<file path="src/rtl/fb_clear_arbiter_if.sv">
// Handshake bundle shared by the rasterizer, the clear arbiter and the framebuffer write port.
// The master side drives the requests; the slave side (the arbiter) drives the write port.
interface fb_clear_arbiter_if #(
   parameter int Z_WIDTH = 15
);
   logic               frame_start_in;
   logic               clear_en_in;
   logic               rast_valid_in;
   logic [26:0]        rast_addr_in;
   logic [Z_WIDTH-1:0] rast_depth_in;
   logic [15:0]        rast_color_in;
   logic               rast_ready_out;
   logic               valid_out;
   logic               ready_in;
   logic [26:0]        addr_out;
   logic [Z_WIDTH-1:0] depth_out;
   logic [15:0]        color_out;
   logic               force_write_out;
   logic               clearing_out;
   logic               clear_done_out;
   logic [15:0]        frame_count_out;

   modport master (
      output frame_start_in, clear_en_in, rast_valid_in, rast_addr_in,
             rast_depth_in, rast_color_in, ready_in,
      input  rast_ready_out, valid_out, addr_out, depth_out, color_out,
             force_write_out, clearing_out, clear_done_out, frame_count_out
   );

   modport slave (
      input  frame_start_in, clear_en_in, rast_valid_in, rast_addr_in,
             rast_depth_in, rast_color_in, ready_in,
      output rast_ready_out, valid_out, addr_out, depth_out, color_out,
             force_write_out, clearing_out, clear_done_out, frame_count_out
   );
endinterface

</file>
<file path="src/rtl/fb_clear_arbiter.sv">
// Shares the framebuffer write port between rasterizer fragments and a full-screen
// clear sweep (clear colour, max depth, depth test bypassed) started on each frame.
module fb_clear_arbiter #(
   parameter int          Z_WIDTH     = 15,
   parameter int          HRES        = 320,
   parameter int          VRES        = 180,
   parameter logic [15:0] CLEAR_COLOR = 16'h0000
) (
   input  logic               clk_in,
   input  logic               rst_in,
   fb_clear_arbiter_if.slave  bus
);

   localparam int DEPTH = HRES * VRES;
   localparam int AW    = (DEPTH > 1) ? $clog2(DEPTH) : 1;
   localparam logic [AW-1:0] LAST_ADDR = AW'(DEPTH - 1);

   typedef enum logic [0:0] {
      S_PASS  = 1'b0,
      S_CLEAR = 1'b1
   } state_t;

   state_t          r_state;
   logic [AW-1:0]   r_clear_addr;
   logic            r_pend;
   logic            r_clearing;
   logic            r_force_write;
   logic            r_clear_done;
   logic [15:0]     r_frame_count;

   logic            w_request;
   logic            w_accept;
   logic            w_last_beat;

   assign w_request   = bus.frame_start_in & bus.clear_en_in;
   assign w_accept    = (r_state == S_CLEAR) & bus.ready_in;
   assign w_last_beat = w_accept & (r_clear_addr == LAST_ADDR);

   // Sweep FSM: owns state, sweep address, pending restart and status outputs.
   always_ff @(posedge clk_in) begin
      if (rst_in) begin
         r_state       <= S_PASS;
         r_clear_addr  <= {AW{1'b0}};
         r_pend        <= 1'b0;
         r_clearing    <= 1'b0;
         r_force_write <= 1'b0;
         r_clear_done  <= 1'b0;
         r_frame_count <= 16'd0;
      end else begin
         r_clear_done <= 1'b0;
         case (r_state)
            S_PASS: begin
               if (w_request) begin
                  r_state       <= S_CLEAR;
                  r_clear_addr  <= {AW{1'b0}};
                  r_clearing    <= 1'b1;
                  r_force_write <= 1'b1;
               end else begin
                  r_state       <= S_PASS;
               end
            end
            S_CLEAR: begin
               if (w_last_beat) begin
                  r_clear_done  <= 1'b1;
                  r_frame_count <= r_frame_count + 16'd1;
                  r_clear_addr  <= {AW{1'b0}};
                  r_pend        <= 1'b0;
                  // Any request seen during the sweep (or on its last beat) collapses into one restart.
                  if (r_pend || w_request) begin
                     r_state       <= S_CLEAR;
                  end else begin
                     r_state       <= S_PASS;
                     r_clearing    <= 1'b0;
                     r_force_write <= 1'b0;
                  end
               end else begin
                  if (w_accept) begin
                     r_clear_addr <= r_clear_addr + AW'(1);
                  end else begin
                     r_clear_addr <= r_clear_addr;
                  end
                  if (w_request) begin
                     r_pend <= 1'b1;
                  end else begin
                     r_pend <= r_pend;
                  end
               end
            end
            default: begin
               r_state       <= S_PASS;
               r_clear_addr  <= {AW{1'b0}};
               r_pend        <= 1'b0;
               r_clearing    <= 1'b0;
               r_force_write <= 1'b0;
            end
         endcase
      end
   end

   // Write-port mux: zero-latency pass-through in PASS, sweep beat in CLEAR.
   always_comb begin
      bus.valid_out      = bus.rast_valid_in;
      bus.addr_out       = bus.rast_addr_in;
      bus.depth_out      = bus.rast_depth_in;
      bus.color_out      = bus.rast_color_in;
      bus.rast_ready_out = bus.ready_in;
      if (r_state == S_CLEAR) begin
         bus.valid_out      = 1'b1;
         bus.addr_out       = 27'(r_clear_addr);
         bus.depth_out      = {Z_WIDTH{1'b1}};
         bus.color_out      = CLEAR_COLOR;
         bus.rast_ready_out = 1'b0;
      end else begin
         bus.valid_out      = bus.rast_valid_in;
         bus.rast_ready_out = bus.ready_in;
      end
   end

   assign bus.force_write_out = r_force_write;
   assign bus.clearing_out    = r_clearing;
   assign bus.clear_done_out  = r_clear_done;
   assign bus.frame_count_out = r_frame_count;

endmodule

</file>
<file path="src/flat_wrapper.sv">
// flat-port wrapper written by rule: the top's interface ports become plain ports
module fb_clear_arbiter_flat 
#(
   parameter int          Z_WIDTH     = 15,
   parameter int          HRES        = 320,
   parameter int          VRES        = 180,
   parameter logic [15:0] CLEAR_COLOR = 16'h0000
)
  (clk_in, rst_in, bus_frame_start_in, bus_clear_en_in, bus_rast_valid_in, bus_rast_addr_in, bus_rast_depth_in, bus_rast_color_in, bus_ready_in, bus_rast_ready_out, bus_valid_out, bus_addr_out, bus_depth_out, bus_color_out, bus_force_write_out, bus_clearing_out, bus_clear_done_out, bus_frame_count_out);
  fb_clear_arbiter_if #(.Z_WIDTH(Z_WIDTH)) bus_i ();
  input  logic clk_in;
  input  logic rst_in;
  input wire logic [$bits(bus_i.frame_start_in)-1:0] bus_frame_start_in;
  input wire logic [$bits(bus_i.clear_en_in)-1:0] bus_clear_en_in;
  input wire logic [$bits(bus_i.rast_valid_in)-1:0] bus_rast_valid_in;
  input wire logic [$bits(bus_i.rast_addr_in)-1:0] bus_rast_addr_in;
  input wire logic [$bits(bus_i.rast_depth_in)-1:0] bus_rast_depth_in;
  input wire logic [$bits(bus_i.rast_color_in)-1:0] bus_rast_color_in;
  input wire logic [$bits(bus_i.ready_in)-1:0] bus_ready_in;
  output wire logic [$bits(bus_i.rast_ready_out)-1:0] bus_rast_ready_out;
  output wire logic [$bits(bus_i.valid_out)-1:0] bus_valid_out;
  output wire logic [$bits(bus_i.addr_out)-1:0] bus_addr_out;
  output wire logic [$bits(bus_i.depth_out)-1:0] bus_depth_out;
  output wire logic [$bits(bus_i.color_out)-1:0] bus_color_out;
  output wire logic [$bits(bus_i.force_write_out)-1:0] bus_force_write_out;
  output wire logic [$bits(bus_i.clearing_out)-1:0] bus_clearing_out;
  output wire logic [$bits(bus_i.clear_done_out)-1:0] bus_clear_done_out;
  output wire logic [$bits(bus_i.frame_count_out)-1:0] bus_frame_count_out;
  assign bus_i.frame_start_in = bus_frame_start_in;
  assign bus_i.clear_en_in = bus_clear_en_in;
  assign bus_i.rast_valid_in = bus_rast_valid_in;
  assign bus_i.rast_addr_in = bus_rast_addr_in;
  assign bus_i.rast_depth_in = bus_rast_depth_in;
  assign bus_i.rast_color_in = bus_rast_color_in;
  assign bus_i.ready_in = bus_ready_in;
  assign bus_rast_ready_out = bus_i.rast_ready_out;
  assign bus_valid_out = bus_i.valid_out;
  assign bus_addr_out = bus_i.addr_out;
  assign bus_depth_out = bus_i.depth_out;
  assign bus_color_out = bus_i.color_out;
  assign bus_force_write_out = bus_i.force_write_out;
  assign bus_clearing_out = bus_i.clearing_out;
  assign bus_clear_done_out = bus_i.clear_done_out;
  assign bus_frame_count_out = bus_i.frame_count_out;
  fb_clear_arbiter #(.Z_WIDTH(Z_WIDTH), .HRES(HRES), .VRES(VRES), .CLEAR_COLOR(CLEAR_COLOR)) u_core (.clk_in(clk_in), .rst_in(rst_in), .bus(bus_i));
endmodule
</file>
<file path="config.mk">
export PLATFORM = sky130hd
export DESIGN_NAME = fb_clear_arbiter_flat
export DESIGN_NICKNAME = d
export VERILOG_FILES = /design/src/rtl/fb_clear_arbiter_if.sv /design/src/rtl/fb_clear_arbiter.sv /design/src/flat_wrapper.sv
export SDC_FILE = /design/constraint.sdc
export NUM_CORES = 1
export LEC_CHECK = 0
export BUFFER_PORTS_ARGS = -buffer_cell sky130_fd_sc_hd__buf_2
export CAP_MARGIN = 20
export CORE_ASPECT_RATIO = 0.7
export CORE_UTILIZATION = 46
export DETAILED_ROUTE_END_ITERATION = 16
export GPL_ROUTABILITY_DRIVEN = 0
export PLACE_DENSITY = 0.92
export SYNTH_ARGS = -nofsm -noshare
export SYNTH_HDL_FRONTEND = slang
export SYNTH_SLANG_ARGS = --single-unit
</file>
<file path="constraint.sdc">
create_clock -name clk_in -period 6.6 [get_ports clk_in]
set_clock_uncertainty 0.15 [all_clocks]
set_input_delay 1.32 -clock clk_in [delete_from_list [all_inputs] [get_ports clk_in]]
set_output_delay 1.32 -clock clk_in [all_outputs]
set_load 0.1 [all_outputs]
</file>
==> results.py <==
metrics = {
    "die": {
        "start_util": 0.500,
        "rows": 20,
        "dieArea_sq_um": 5210,
        "die_y_um": 60.7,
        "ios": 143,
        "die_x_um": 85.8,
        "coreArea_sq_um": 4530,
    },
    "yosys": {
        "synth-compound-area-share": 0.127,
        "ys_ff_latch": 36,
        "synthCells": 282,
        "synth-adder-area-share": 0.0111,
        "synthXorXnorAreaFrac": 0.0310,
        "synth_top_family_by_area": "simple AND/OR/NAND/NOR gates",
        "avgSynthCellArea_sq_um": 8.03,
        "synth_area_leader_cell": "dfxtp_1",
        "synth_mux_area_frac": 0.0907,
        "synth-edff-count": 0,
        "syn-cell-area_sq_um": 2260,
        "synth_simple_gate_area_frac": 0.383,
        "synth_async_sr_flop_share": 0,
        "seq_area_frac_synth": 0.318,
        "ys.flop_type": "dfxtp_1",
        "yosysWarnings": 0,
        "synth_cell_types": 49,
        "synth_top_area_share": 0.318,
        "synthTopCellsByArea": "dfxtp_1 32%, nor2b_1 8.3%, mux2_2 8.0%",
        "synth_fp_nets": 348,
    },
    "layout": {
        "drive_gt1_frac": 0.458,
        "area_growth_pct": 36.7,
        "stdcell_count": 483,
        "nets": 483,
        "diodes": 0,
        "layout_commonest_cell": "buf_2",
        "mostFrequentLayoutCells": "142 x buf_2, 35 x dfxtp_1, 30 x nor2b_1, 24 x nor2_1",
    },
    "run_status": {
        "status": "finished clean",
    },
    "setup_path": {
        "path_buf_inv": 2,
        "critPathCaptureType": "output port",
        "worstPathCellList": "buf_2, nor2b_1, buf_2",
        "worst_path_largest_cell_delay_ns": 0.43,
        "critical_path_class": "input port to output port",
        "cpLargestDelayFamily": "buffers and inverters",
        "worstPathArrival_ns": 2.02,
        "slowest_stage": "buf_2",
        "worst-path-max-fanout": 6,
        "cp-start-kind": "input port",
        "crit_top_cell": "buf_2",
        "cp.required_ns": 5.13,
    },
    "clock_tree": {
        "cts_tree": "done",
        "clockRootBuffer": "clkbuf_8",
        "cts.clk_slew.worst_paths_ns": 0.07,
        "cts_resized": 0,
        "cts_made_buffers": 5,
        "hold_buffers": 0,
        "clock_latency_ns": 0.28,
        "cts_num_sinks": 36,
        "htreeDepth": 2,
        "cts_buffer_depth": 2,
        "cts_setup_buffers": 0,
    },
    "detailed_routing": {
        "detail-route-antenna-nets": 0,
        "drc": 0,
        "drt_iter0_drc": 99,
        "top_layer": "met4",
        "num_vias": 2556,
        "wl_met3_um": 484,
        "dr_wl_met2_um": 2900,
        "wl_met1_um": 2720,
        "drt-total-wl_um": 6130,
        "viasPerCell": 5.29,
        "wl_per_cell_um": 12.7,
        "firstDrtPassIters": 5,
    },
    "grt": {
        "grt_pass1_wl_um": 9280,
        "grt.total_usage": 0.221,
        "grt_max_degree": 74,
        "grt_pass1_vias": 2104,
        "overflow": 0,
        "grt_antenna_before_repair": 0,
    },
    "timing": {
        "worst_pin_slew_ns": 0.819,
        "fin_crit_ns": 3.49,
        "period_share": 0.530,
        "grt_setup_unrepaired": "no",
        "hold_violations": 0,
        "holdWs_ns": 0.344,
        "setup_viol": 0,
        "timing.fmax_mhz": 286,
        "slew_headroom": 0.450,
        "setup-tns-final_ns": 0,
        "slew_viol_final": 0,
    },
    "place": {
        "place_hpwl_um": 4570,
        "dp.cells": 475,
        "port_buffers": 142,
    },
    "flow_run": {
        "drv_cap": 0,
    },
    "power": {
        "leakagePower_uw": 0.00145,
        "vdd_drop_max_uv": 138,
        "power_density_nw_per_um2": 216,
    },
    "min_path": {
        "hold_path_class": "flop to flop",
    },
}
## through the flow
step                      utilization  worst slack [ns]  area, sq um  power (uW)
after detailed placement        0.661              3.09         3000         525
final                           0.683              3.11         3090         669
after floorplan                     -              2.48         2260         479
after global routing            0.683              3.07         3090         692
after CTS                       0.678              2.92         3070         670
after global placement          0.661              3.11         3000         522
## cell families (layout without fill, tap and decap cells)
kind of cell,Yosys count,after routing
compound gates,48,48
xor+xnor,8,8
fa+ha+maj,2,2
buf+inv,22,157
flops,36,36
mux,18,18
simple gates,148,148
## synthesized netlist by cell type, drive strengths merged (4+ instances only)
library cell	n
nand4	9
nor3	4
inv	7
or2	17
nand2	17
xor2	7
nor4	4
mux2	17
or3	8
and3	6
buf	5
nor2	24
dfxtp	36
o21ai	14
nor2b	30
nand3	18
a21oi	18
a31oi	4
clkbuf	10
## cell type report
cell class	instances	area, sq um
inverters	7	26.3
well taps	66	82.6
flip-flops and latches	36	722
clock buffers	6	72.6
fillers	387	1440
clock inverters	1	5.00
repair buffers	143	731
multi-input cells	224	1450
## metal layers
| metal | GRT usage | up-vias |
|---|---|---|
| li1 | - | 1262 |
| met1 | 0.293 | 1171 |
| met2 | 0.389 | 120 |
| met3 | 0.0463 | 3 |
| met4 | 0.0333 | 0 |
| met5 | 0 | - |
## worst paths after layout
| path | start | end | slack, ns | depth (start not counted) |
|---|---|---|---|---|
| min reg2reg | u_core.bus.frame_count_out[15] | u_core.bus.frame_count_out[15] | 0.34 | 2 |
| min | u_core.bus.frame_count_out[15] | u_core.bus.frame_count_out[15] | 0.34 | 2 |
| max reg2reg | u_core.r_clear_addr[9] | u_core.bus.frame_count_out[10] | 3.87 | 5 |
| max | bus_ready_in | bus_rast_ready_out | 3.11 | 3 |
## flip-flops by register name, summed over array words and instances (netlist names)
name	cells
u_core.bus.clearing_out	1
u_core.bus.clear_done_out	1
u_core.r_pend	1
u_core.r_state	1
u_core.bus.frame_count_out	16
u_core.r_clear_addr	16
## worst register-to-register path, stage by stage, from the launching register on
cell	delay (ns)
dfxtp_1	0.37
or4b_4	0.55
nor4_4	0.63
nand4_2	0.31
or2_1	0.32
mux2_4	0.29
## where the power goes
| group | leakage [uW] | total [uW] | switching (uW) | internal, uW |
|---|---|---|---|---|
| clock network | 0.0000410 | 148 | 75.8 | 71.8 |
| logic | 0.00111 | 300 | 247 | 53.4 |
| registers | 0.000291 | 221 | 2.02 | 219 |
| total | 0.00145 | 669 | 325 | 344 |
(Power assumes the default switching activity.)
